--- config.mk ---
export PLATFORM = sky130hd
export DESIGN_NAME = calc_port_driver
export DESIGN_NICKNAME = d
export VERILOG_FILES = /design/src/rtl/calc_port_driver.sv
export SDC_FILE = /design/constraint.sdc
export NUM_CORES = 1
export LEC_CHECK = 0
export ABC_AREA = 1
export BUFFER_PORTS_ARGS = -buffer_cell sky130_fd_sc_hd__buf_4
export CAP_MARGIN = 20
export CORE_MARGIN = 5
export CORE_UTILIZATION = 35
export DETAILED_ROUTE_END_ITERATION = 6
export PLACE_DENSITY = 0.61
export SYNTH_ARGS = -nofsm -noshare
export SYNTH_HDL_FRONTEND = slang
export SYNTH_SLANG_ARGS = --single-unit
--- constraint.sdc ---
create_clock -name c_clk -period 3.59 [get_ports c_clk]
set_clock_uncertainty 0.1 [all_clocks]
set_input_delay 0.5385 -clock c_clk [delete_from_list [all_inputs] [get_ports c_clk]]
set_output_delay 0.5385 -clock c_clk [all_outputs]
set_load 0.1 [all_outputs]
--- src/rtl/calc_port_driver.sv ---
// Drives one calculator port: it serialises a host operation into the two-cycle request
// protocol and returns the port response. Optional timeout guarded by CALC_DRV_TIMEOUT_EN.
module calc_port_driver #(
  parameter int unsigned TIMEOUT_CYCLES = 64
) (
  input  logic        c_clk,
  input  logic        reset,
  input  logic        cmd_valid,
  output logic        cmd_ready,
  input  logic [3:0]  cmd_op,
  input  logic [31:0] cmd_op1,
  input  logic [31:0] cmd_op2,
  output logic [3:0]  req_cmd_out,
  output logic [31:0] req_data_out,
  input  logic [1:0]  out_resp_in,
  input  logic [31:0] out_data_in,
  output logic        rsp_valid,
  input  logic        rsp_ready,
  output logic [1:0]  rsp_resp,
  output logic [31:0] rsp_data,
  output logic        rsp_timeout,
  output logic [7:0]  stray_cnt
);

  localparam logic [2:0] StIdle = 3'd0;
  localparam logic [2:0] StOp1  = 3'd1;
  localparam logic [2:0] StOp2  = 3'd2;
  localparam logic [2:0] StWait = 3'd3;
  localparam logic [2:0] StHold = 3'd4;

  logic [2:0]  state_q, state_d;
  logic [3:0]  req_cmd_q, req_cmd_d;
  logic [31:0] req_data_q, req_data_d;
  logic [31:0] op2_q, op2_d;
  logic        rsp_valid_q, rsp_valid_d;
  logic [1:0]  rsp_resp_q, rsp_resp_d;
  logic [31:0] rsp_data_q, rsp_data_d;
  logic [7:0]  stray_q, stray_d;

`ifdef CALC_DRV_TIMEOUT_EN
  localparam logic [7:0] TmoLast = 8'(TIMEOUT_CYCLES - 1);
  logic [7:0] tmo_cnt_q, tmo_cnt_d;
  logic       rsp_timeout_q, rsp_timeout_d;
`else
  logic unused_tmo_param;
  assign unused_tmo_param = ^TIMEOUT_CYCLES;
`endif

  always_comb begin
    state_d     = state_q;
    req_cmd_d   = req_cmd_q;
    req_data_d  = req_data_q;
    op2_d       = op2_q;
    rsp_valid_d = rsp_valid_q;
    rsp_resp_d  = rsp_resp_q;
    rsp_data_d  = rsp_data_q;
    stray_d     = stray_q;
`ifdef CALC_DRV_TIMEOUT_EN
    tmo_cnt_d     = tmo_cnt_q;
    rsp_timeout_d = rsp_timeout_q;
`endif

    // Responses outside WAIT never reach the host; they are only counted.
    if ((out_resp_in != 2'd0) && (state_q != StWait) && (stray_q != 8'hFF)) begin
      stray_d = stray_q + 8'd1;
    end

    case (state_q)
      StIdle: begin
        if (cmd_valid) begin
          op2_d = cmd_op2;
          if (cmd_op != 4'd0) begin
            req_cmd_d  = cmd_op;
            req_data_d = cmd_op1;
            state_d    = StOp1;
          end else begin
            // Op 0 is answered locally as invalid without touching the port.
            rsp_resp_d  = 2'd3;
            rsp_data_d  = 32'd0;
            rsp_valid_d = 1'b1;
`ifdef CALC_DRV_TIMEOUT_EN
            rsp_timeout_d = 1'b0;
`endif
            state_d = StHold;
          end
        end
      end
      StOp1: begin
        req_cmd_d  = 4'd0;
        req_data_d = op2_q;
        state_d    = StOp2;
      end
      StOp2: begin
        req_data_d = 32'd0;
`ifdef CALC_DRV_TIMEOUT_EN
        tmo_cnt_d = 8'd0;
`endif
        state_d = StWait;
      end
      StWait: begin
        if (out_resp_in != 2'd0) begin
          rsp_resp_d  = out_resp_in;
          rsp_data_d  = out_data_in;
          rsp_valid_d = 1'b1;
`ifdef CALC_DRV_TIMEOUT_EN
          rsp_timeout_d = 1'b0;
`endif
          state_d = StHold;
        end
`ifdef CALC_DRV_TIMEOUT_EN
        else if (tmo_cnt_q == TmoLast) begin
          rsp_resp_d    = 2'd0;
          rsp_data_d    = 32'd0;
          rsp_timeout_d = 1'b1;
          rsp_valid_d   = 1'b1;
          state_d       = StHold;
        end else begin
          tmo_cnt_d = tmo_cnt_q + 8'd1;
        end
`endif
      end
      StHold: begin
        if (rsp_ready) begin
          rsp_valid_d = 1'b0;
          state_d     = StIdle;
        end
      end
      default: state_d = StIdle;
    endcase
  end

  always_ff @(posedge c_clk) begin
    if (reset) begin
      state_q     <= StIdle;
      req_cmd_q   <= 4'd0;
      req_data_q  <= 32'd0;
      op2_q       <= 32'd0;
      rsp_valid_q <= 1'b0;
      rsp_resp_q  <= 2'd0;
      rsp_data_q  <= 32'd0;
      stray_q     <= 8'd0;
`ifdef CALC_DRV_TIMEOUT_EN
      tmo_cnt_q     <= 8'd0;
      rsp_timeout_q <= 1'b0;
`endif
    end else begin
      state_q     <= state_d;
      req_cmd_q   <= req_cmd_d;
      req_data_q  <= req_data_d;
      op2_q       <= op2_d;
      rsp_valid_q <= rsp_valid_d;
      rsp_resp_q  <= rsp_resp_d;
      rsp_data_q  <= rsp_data_d;
      stray_q     <= stray_d;
`ifdef CALC_DRV_TIMEOUT_EN
      tmo_cnt_q     <= tmo_cnt_d;
      rsp_timeout_q <= rsp_timeout_d;
`endif
    end
  end

  assign cmd_ready    = (state_q == StIdle);
  assign req_cmd_out  = req_cmd_q;
  assign req_data_out = req_data_q;
  assign rsp_valid    = rsp_valid_q;
  assign rsp_resp     = rsp_resp_q;
  assign rsp_data     = rsp_data_q;
  assign stray_cnt    = stray_q;
`ifdef CALC_DRV_TIMEOUT_EN
  assign rsp_timeout = rsp_timeout_q;
`else
  assign rsp_timeout = 1'b0;
`endif

endmodule

==> results.md <==
- Status: complete, no violations
- Critical path data required time: 2.95 ns
- Post-synth EDFFs: 0
- Leak: approximately 0.0034 µW
- Library cells used by synthesis: 24
- Reg area: 2280 µm²
- End-of-flow core utilization: 0.493
- Layout net count: approximately 1,000
- Worst path slowest cell: inv_2
- Synth top area cells: dfxtp_1 (45%), nand2_1 (20%), nor2_1 (7.2%)
- Die width: roughly 130 µm
- Core Footprint: 14,400 µm²
- Root buffer cell: clkbuf_16
- Pins Over Slew Limit: 0
- Mapped Area: 5120 µm²
- Minimum clock period after layout: 2.53 ns
- Max stage delay on crit path: 0.44 ns
- Final Wtd Congestion: 0.811
- Yosys warning count: 0
- Gr ovfl total: 0
- Hold Violations, Final: 0
- Fillers: around 1,500
- Ratio of cells with drive above 1 in the final layout: 0.307
- CTS tree: built
- Clock-pin slew on the worst setup and hold paths: 0.05 ns
- Synth top area share: 0.445
- CP startpoint kind: register
- DRC: 0
- Vias in the first global route: 4,617
- Fmax: 395 MHz
- Clock H-tree levels: 4
- Max clock buf depth: 2
- Total Wirelength: 14.3 mm
- Die height: ~130 µm
- Buf+Inv Stages, Crit Path: 2
- Area of the multi-input gates: 2360 µm²
- TritonRoute pass-1 iters: 4
- Path type of the worst setup path: reg -> out
- PortBufs: 185
- Initial antenna violation count: 0
- Setup TNS: 0 ns
- Ys async rst share: 0
- Worst hold-check path type: in -> reg
- Post-DP HPWL: 9.84 mm
- Crit-path leading delay family: buffers and inverters
- Setup repair bufs after CTS: 0
- Most frequent cells in the layout: nand2_1 (271), buf_4 (188), dfxtp_1 (114), nor2_1 (98), inv_1 (52)
- Dpl cells: 1,070
- Clock sinks: ~110
- Syn-to-layout area delta: 38.8%
- Wire length per cell: ~13 µm
- Yosys reg bits: 114
- Mapped Nets: 847
- Total GRT Usage: 0.169
- Yosys top cell by area: dfxtp_1
- Cell Chain, Critical Path: nor2_4, nand2_2, inv_2, buf_4
- Max Cap Viol: 0
- CP endpoint kind: output pin
- Post-route ant nets: 0
- Peak supply drop: 318 µV
- Initial DRC Count: 242
- DR vias: 4,926
- Non-filler cells, final: 1,103
- Mapped Cells: 740
- First-pass GRT wire length: between 20 and 25 mm
- Initial Utilization: 0.355
- Pwr dens: 689 nW/µm²
- CTS resizes: 0
- CTS Buf Count: 17
- Die area: ~17,000 µm²
- # IOs: 187
- Post-layout power: 4900 µW
- Inserted Diodes: 0
- RSZ-0062 raised after global routing: no
- Largest net degree at the start of global routing: 72
- Sequential fraction of the synthesis area: 0.445
- Final setup fails: 0
- Syn Area/Cell: between 6 and 7 µm²
- Worst relative slew slack: 0.391
- Most common cell after layout, fill and taps aside: nand2_1
- Top FF cell, synth: dfxtp_1
- Vias/cell: 4.47
- Hold buffers post-CTS: 0
- Clk_lat worst skew: 0.41 ns
- # rows: between 40 and 50
- Slew @ Worst Pin: 0.913 ns
- Crit path DAT: 1.89 ns
- Critical path peak fanout: 35
- Fin crit share: 0.706
-- final timing paths --
path / from / endpoint / slack (ns) / cells after the start
worst min-delay path: out_data_in[15] / rsp_data[15]$_SDFFE_PP0P_ / 0.28 / 3
worst min register to register: rsp_data[17]$_SDFFE_PP0P_ / rsp_data[17]$_SDFFE_PP0P_ / 0.36 / 2
worst max register to register: state_q[0]$_SDFFE_PP0P_ / req_data_out[4]$_SDFFE_PP0P_ / 1.39 / 8
worst max-delay path: state_q[0]$_SDFFE_PP0P_ / cmd_ready / 1.06 / 4
-- kinds of logic after synthesis --
| logic type | synth area share |
|---|---|
| AND/OR/NAND/NOR | 0.355 |
| adder cells (fa/ha/maj) | 0.00244 |
| buffers and inverters | 0.0933 |
| flip-flops | 0.445 |
| AO/OA/AOI/OAI | 0.0979 |
| XOR/XNOR | 0.00513 |
| other | 0.000732 |
-- per-stage QoR --
step	setup slack, ns	area, µm²	hold slack (ns)
6_report	1.06	7110	0.285
5_1_grt	0.913	7110	0.274
4_1_cts	1.01	7080	0.265
3_5_place_dp	1.05	6500	0.353
3_3_place_gp	1.10	6500	0.348
2_1_floorplan	1.26	5120	0.340
-- synthesized netlist by cell type, types with 4 or more instances --
master / instances
nand2_1: 271
a21oi_1: 48
inv_2: 4
buf_4: 4
inv_1: 52
clkbuf_1: 15
o21ai_0: 5
dfxtp_1: 114
a21oi_2: 26
buf_6: 10
nand2_2: 27
nand3_1: 38
nor2_1: 98
buf_2: 13
-- tightest hold or removal path, delay by kind of cell --
kind            cells  cell delay (ns)
buf+inv             1             0.10
compound gates      1             0.05
simple gates        1             0.05
-- final cells by class --
type                            instances  share of cell area
Clock buffer                           22              0.0667
Clock inverter                         10              0.0151
Inverter                               57              0.0301
Multi-Input combinational cell        527               0.333
Sequential cell                       114               0.321
Tap cell                              184              0.0324
Timing Repair Buffer                  189               0.202
-- layer usage --
metal,GRT usage,part of all wire,up-vias
met4,0.0647,0.018,0
li1,-,-,2601
met1,0.209,0.42,2137
met2,0.264,0.45,169
met5,0,0,-
met3,0.0679,0.11,19
-- where the power goes --
group          switching [µW]  leakage (µW)  internal, µW
Sequential               85.5      0.000933          1420
Combinational            1330       0.00215           418
Clock                     579      0.000282          1070
Total                    2000       0.00337          2900
-- flip-flops by register name (all words and copies together) (netlist names) --
register      flops
stray_cnt         8
rsp_resp          2
op2_q            32
rsp_valid         1
req_cmd_out       4
req_data_out     32
state_q           3
rsp_data         32
Note: power is estimated with default switching activity, not from simulation.
